===== src/rtl/bids22_bidder.sv =====
// bids22_bidder: bidder-side agent turning local requests into controller strobes and tracking balance.
module bids22_bidder #(
  parameter int unsigned BID_COST = 1
) (
  input  logic        clk,
  input  logic        reset_n,
  input  logic        bal_load,
  input  logic [31:0] bal_data,
  input  logic        req_valid,
  output logic        req_ready,
  input  logic [15:0] req_amt,
  input  logic        req_retract,
  output logic        bid,
  output logic [15:0] bidAmt,
  output logic        retract,
  input  logic        ack,
  input  logic [1:0]  err,
  input  logic        win,
  input  logic        roundOver,
  input  logic [31:0] maxBid,
  output logic        stat_valid,
  output logic [2:0]  stat_code,
  output logic [31:0] est_balance,
  output logic [15:0] cur_bid,
  output logic        result_valid,
  output logic        result_win,
  output logic [31:0] result_price
);
  typedef enum logic [1:0] {IDLE, ISSUE, RETRACT} state_t;
  state_t state, next_state;
  logic accept, nsf, charge, local_nsf;
  logic [32:0] need, bal_next;
  logic [2:0] issue_code;
  always_comb begin
    accept = req_valid && req_ready;
    need = {1'b0, req_amt} + 33'(BID_COST);
    nsf = need > {1'b0, est_balance};
    local_nsf = accept && !req_retract && nsf;
    next_state = (state == IDLE && accept) ? (req_retract ? RETRACT : (nsf ? IDLE : ISSUE)) : IDLE;
    issue_code = ack ? 3'b001 : err == 2'b10 ? 3'b011 : err == 2'b01 ? 3'b010 : err == 2'b11 ? 3'b100 : 3'b111;
    charge = state == ISSUE && (ack || err == 2'b10 || err == 2'b00);
    // 33-bit difference: a set top bit means the balance went negative and saturates to 0
    bal_next = {1'b0, est_balance} - (charge ? 33'(BID_COST) : 33'd0)
             - ((roundOver && win) ? {1'b0, maxBid} : 33'd0);
  end
  always_ff @(posedge clk or negedge reset_n) begin
    if (!reset_n) begin
      state        <= IDLE;
      req_ready    <= 1'b0;
      bid          <= 1'b0;
      bidAmt       <= '0;
      retract      <= 1'b0;
      stat_valid   <= 1'b0;
      stat_code    <= '0;
      est_balance  <= '0;
      cur_bid      <= '0;
      result_valid <= 1'b0;
      result_win   <= 1'b0;
      result_price <= '0;
    end else begin
      state      <= next_state;
      req_ready  <= next_state == IDLE;
      bid        <= next_state == ISSUE;
      retract    <= next_state == RETRACT;
      if (accept && !req_retract && !nsf) bidAmt <= req_amt;
      stat_valid <= local_nsf || state != IDLE;
      stat_code  <= state == ISSUE ? issue_code :
                    state == RETRACT ? (err == 2'b01 ? 3'b010 : 3'b110) :
                    local_nsf ? 3'b101 : 3'b000;
      est_balance <= bal_load ? bal_data : (bal_next[32] ? 32'd0 : bal_next[31:0]);
      cur_bid <= roundOver ? 16'd0 :
                 (state == ISSUE && ack) ? bidAmt :
                 (state == RETRACT && err != 2'b01) ? 16'd0 : cur_bid;
      result_valid <= roundOver;
      if (roundOver) begin
        result_win   <= win;
        result_price <= maxBid;
      end
    end
  end
endmodule

===== config.mk =====
export PLATFORM = sky130hd
export DESIGN_NAME = bids22_bidder
export DESIGN_NICKNAME = d
export VERILOG_FILES = /design/src/rtl/bids22_bidder.sv
export SDC_FILE = /design/constraint.sdc
export NUM_CORES = 1
export LEC_CHECK = 0
export ABC_AREA = 1
export CAP_MARGIN = 20
export CORE_MARGIN = 2
export CORE_UTILIZATION = 35
export CTS_BUF_LIST = sky130_fd_sc_hd__clkbuf_8
export DETAILED_ROUTE_END_ITERATION = 8
export GPL_TIMING_DRIVEN = 1
export HOLD_SLACK_MARGIN = 0.08
export SETUP_SLACK_MARGIN = 0.3
export SLEW_MARGIN = 20
export SYNTH_ARGS = -nofsm -noshare
export SYNTH_HDL_FRONTEND = slang
export SYNTH_SLANG_ARGS = --single-unit

===== constraint.sdc =====
create_clock -name clk -period 5 [get_ports clk]
set_clock_uncertainty 0.05 [all_clocks]
set_input_delay 1 -clock clk [delete_from_list [all_inputs] [get_ports clk]]
set_output_delay 1 -clock clk [all_outputs]
set_load 0.05 [all_outputs]

Word level (Yosys, flattened, before mapping). Cells that the tools add are included.

Shift-type cells: 0. Bitwise operators: 0. Divide/modulo/power cells: 0. Multiplexer cells: 18. Magnitude comparators: 1. Multipliers: 0. Reduce and logical (&&, ||, !) cells: 19. Equal/unequal tests: 8. $add $sub $neg: 3.

Operator list (count): $mux W32 (3); $mux W16 (3); $sub A32 B1 Y33 (1); $sub A33 B32 Y33 (1); $gt A17 B32 Y1 (1); $mux W3 (7); $add A16 B1 Y17 const B (1); $logic_and A1 B1 Y1 (9); $eq A2 B2 Y1 const B (4); $eq A2 B1 Y1 const B (3); $logic_not A2 Y1 (3); $mux W2 (3); $logic_or A1 B1 Y1 (3); $reduce_bool A3 Y1 (1); $logic_not A1 Y1 (2); $mux W1 (2); $ne A2 B1 Y1 const B (1); $reduce_bool A2 Y1 (1).

Flip-flop bits (word level): 107. Bits in latches: 0. Bits in writable memories: 0. Word-level logic and storage cells: 61. Memories kept: 0. ROM bits: 0.

Logic depth before layout (Yosys ltp).
Depth after elaboration: 9. Depth in mapped cells: 26. Depth with buffers taken out: 25.

Worst setup path before layout. Ideal clock, no wire load.

Path kind: in2reg. Start: input err[0]. End: register est_balance[15]. Path buffers: 2. Data required time: 4.834 ns. Stages: 24. Arrival time: 3.857 ns. Slack: 0.977 ns. Cells stage by stage: inv_1 -> ha_1 -> o31ai_1 -> inv_1 -> fa_1 -> ha_1 -> inv_1 -> nand2_1 -> inv_1 -> fa_1 -> nand2_1 -> nand2_2 -> nand2_4 -> nand2_2 -> nand2_2 -> nand2_2 -> nand2_2 -> nand2_2 -> nand3_1 -> nand2_2 -> buf_6 -> buf_12 -> nand2_2 -> nand2_1.

Cells in the longest elaborated chain, start to end: 9.

RTL lines: start, declared (RTL line 17) `input logic [1:0] err,`; $eq A2 B2 Y1 (RTL line 41) `charge = state == ISSUE && (ack || err == 2'b10 || err == 2'b00);`; $logic_or A1 B1 Y1 (RTL line 41); $logic_or A1 B1 Y1 (*) (RTL line 41); $logic_and A1 B1 Y1 (*) (RTL line 41); $mux W1 (*) (RTL line 43) `bal_next = {1'b0, est_balance} - (charge ? 33'(BID_COST) : 33'd0)`; $sub A32 B1 Y33 (*) (RTL line 43); $sub A33 B32 Y33 (*) (RTL line 44) `- ((roundOver && win) ? {1'b0, maxBid} : 33'd0);`; $mux W32 (*) (2 in a row) (RTL line 70) `est_balance <= bal_load ? bal_data : (bal_next[32] ? 32'd0 : bal_next[31:0]);`; end signal, assigned (RTL line 70); end, declared (RTL line 23) `output logic [31:0] est_balance,`.

Mark *: on every way between the ends. The rest lies on a longest branch, timed or not. A chain may end at the register's enable or synchronous reset.

Worst setup path after layout.
Start: input err[0]. End: register est_balance[23].

Same word-level chain as after synthesis.

==> metrics.yaml <==
setup-tns-final_ps: 0
synth_area_per_cell_sq_um: 6.53
p_leak_nw: 6.10
cts_buffer_depth: 2
slew_violations: 0
wl_per_cell_microns: 15.0
post-route-min-period_ps: 4400
synthDistinctLibCells: 38
cp_max_fo: 15
critPathRequiredTime_ps: 5270
core-area_sq_um: 24200
io_pins: 195
clkTransAtPathRegs_ps: 130
port_buffers: 194
ys_ff_latch: 107
die_y_microns: 161
grt-ovfl-total: 0
critPathLaunchType: "primary input"
status: "complete, no violations"
grtUsageTotal: 0.215
viasPerCell: 4.58
fill_cells: 2558
num_vias: 8427
seq_area_frac_synth: 0.311
gp_congestion: 0.910
post-cts-setup-buffers: 0
syn_area_sq_um: 8610
dieArea_sq_um: 25900
start_util: 0.355
num_rows: 57
diodes: 0
end_kind: "flop"
area_delta_synth_final_pct: 29.7
fin_crit_sh: 0.881
wirelength_microns: 27600
htree_levels: 3
max_slew_margin: 0.339
worstMarginPinSlew_ps: 990
drtAntennaViolNets: 0
ir_drop_mv: 0.250
finalNetCount: 1687
grt_antenna_before_repair: 0
syn_nets: 1493
powerDensity_nw_per_um2: 553
insertion_delay_ps: 410
cap_violations: 0
fmax_mhz: 227
grt_first_pass_wirelength_microns: 43300
dr.pass1.iters: 5
grt_pass1_vias: 8146
root_buffer: "clkbuf_8"
hpwl_microns: 22500
cts_tree: "yes"
grt_max_degree: 66
synth_warnings: 0
rsz0062_at_grt: "false"
min_path_type: "primary input to asynchronous set/reset pin"
total_power_mw: 6.18
cts_sinks: 107
drt_iter0_drc: 486
setup_viol: 0
drive_above_1_share: 0.0495
hold_buffers: 0
syn-instance-count: 1317
finalHoldViolCount: 0
ctsResizeCount: 0
critical_path_arrival_ps: 4680
numCtsBuffers: 9
setup.worst_path.class: "primary input to flop"
drc: 0
die_w_microns: 161
state kept, by name (all words and copies together), names as in the netlist:
register	count
req_ready	1
bidAmt	16
cur_bid	16
state	2
result_price	32
retract	1
stat_code	3
bid	1
est_balance	32
result_valid	1
result_win	1
stat_valid	1
final timing paths:
kind	slack, ps	endpoint	cells past startpoint	start
worst min-delay path	430	bidAmt[15]$_DFFE_PN0P_	1	reset_n
worst max-delay path	600	est_balance[23]$_DFF_PN0_	26	err[0]
worst max register to register	1330	est_balance[23]$_DFF_PN0_	25	state[1]$_DFF_PN0_
max in group asynchronous	3450	est_balance[23]$_DFF_PN0_	2	reset_n
min in group clk	440	result_price[24]$_DFFE_PN0P_	2	result_price[24]$_DFFE_PN0P_
worst min register to register	440	result_price[24]$_DFFE_PN0P_	2	result_price[24]$_DFFE_PN0P_
cell usage in the layout (no fill, tap or decap), types with 2 or more instances in the layout:
master | synthesis | final
nand2_4 | 2 | 2
nand3_1 | 51 | 51
clkinv_8 | 0 | 2
nor2_2 | 2 | 2
o21ai_0 | 54 | 54
a21o_1 | 3 | 3
inv_8 | 0 | 2
xor2_1 | 10 | 10
inv_1 | 310 | 309
nor3_1 | 13 | 13
nand3b_1 | 3 | 3
nor2_1 | 111 | 111
nand4_1 | 16 | 16
xnor2_1 | 5 | 5
dfrtp_1 | 107 | 107
o22ai_1 | 16 | 16
and2_1 | 2 | 2
a21oi_1 | 45 | 45
and3_1 | 5 | 5
nand2_1 | 406 | 405
clkdlybuf4s50_1 | 0 | 193
buf_4 | 1 | 12
or2_2 | 2 | 2
clkbuf_8 | 0 | 9
fa_1 | 2 | 2
o21bai_1 | 4 | 4
nor2_4 | 2 | 2
nand2_2 | 25 | 26
inv_2 | 5 | 5
ha_1 | 84 | 84
logic make-up after synthesis:
kind of cell             synth area share
buffers and inverters               0.152
XOR/XNOR                           0.0153
AND/OR/NAND/NOR                     0.315
adder cells (fa/ha/maj)             0.127
AO/OA/AOI/OAI                      0.0801
flip-flops                          0.311
final cells by class:
| cell class | instances | area, sq um | area share |
|---|---|---|---|
| repair buffers | 207 | 2070 | 0.185 |
| flip-flops and latches | 107 | 2680 | 0.240 |
| inverters | 315 | 1180 | 0.106 |
| well taps | 324 | 405 | 0.0363 |
| clock inverters | 7 | 80.1 | 0.00717 |
| clock buffers | 9 | 124 | 0.0111 |
| multi-input cells | 871 | 4630 | 0.414 |
through the flow:
step	util	hold WS, ps	setup WS, ps	cell area, sq um	std cells
2_1_floorplan	-	435	977	8610	1317
3_3_place_gp	0.451	414	281	10900	1823
3_5_place_dp	0.451	417	220	10900	1823
4_1_cts	0.459	413	603	11100	1839
5_1_grt	0.460	436	314	11200	1840
6_report	0.460	430	597	11200	1840
critical path, cell delays in order:
cell             delay, ps
clkdlybuf4s50_1        510
inv_1                   80
ha_1                   210
o31ai_2                210
buf_4                  160
inv_1                   50
fa_1                   530
ha_1                   150
inv_1                   40
nand2_1                 90
inv_1                   60
fa_1                   390
nand2_1                120
nand2_2                 70
nand2_4                100
nand2_2                 50
nand2_2                100
nand2_2                 60
nand2_2                 80
nand2_2                 70
nand2_2                 80
nand2_2                 50
nand2_2                100
buf_12                 170
nand2_1                 70
nand2_1                 70
routing by layer:
metal  routed length, microns  vias to the layer above  GRT usage  part of all wire
met5                        0                        -          0                 0
met4                      532                        0     0.0605             0.019
met3                     1370                       28     0.0274             0.049
met2                    12800                      208      0.357              0.46
met1                    13000                     3829      0.295              0.47
li1                         -                     4362          -                 -
Yosys cell counts:
library cell / number / area share
a211o_1: 1 / 0.0010
a21o_1: 3 / 0.0026
a21oi_1: 45 / 0.026
a21oi_2: 1 / 0.0010
a21oi_4: 1 / 0.0019
and2_1: 2 / 0.0015
and3_1: 5 / 0.0036
buf_12: 1 / 0.0023
buf_2: 1 / 0.00058
buf_4: 1 / 0.00087
buf_6: 2 / 0.0026
clkbuf_1: 19 / 0.0083
dfrtp_1: 107 / 0.31
fa_1: 2 / 0.0047
ha_1: 84 / 0.12
inv_1: 310 / 0.14
inv_2: 5 / 0.0022
nand2_1: 406 / 0.18
nand2_2: 25 / 0.018
nand2_4: 2 / 0.0026
nand3_1: 51 / 0.030
nand3b_1: 3 / 0.0026
nand4_1: 16 / 0.012
nor2_1: 111 / 0.048
nor2_2: 2 / 0.0015
nor2_4: 2 / 0.0026
nor3_1: 13 / 0.0076
nor3_2: 1 / 0.0012
nor3_4: 1 / 0.0019
nor4_1: 1 / 0.00073
nor4_4: 1 / 0.0025
o21ai_0: 54 / 0.031
o21bai_1: 4 / 0.0035
o22ai_1: 16 / 0.012
o31ai_1: 1 / 0.00087
or2_2: 2 / 0.0015
xnor2_1: 5 / 0.0051
xor2_1: 10 / 0.010
power breakdown:
group / switching, mW / internal [mW] / total [mW]
sequential: 0.150 / 1.04 / 1.19
combinational: 2.97 / 1.44 / 4.41
clock: 0.369 / 0.200 / 0.569
Power figures use the tool's default switching activity.
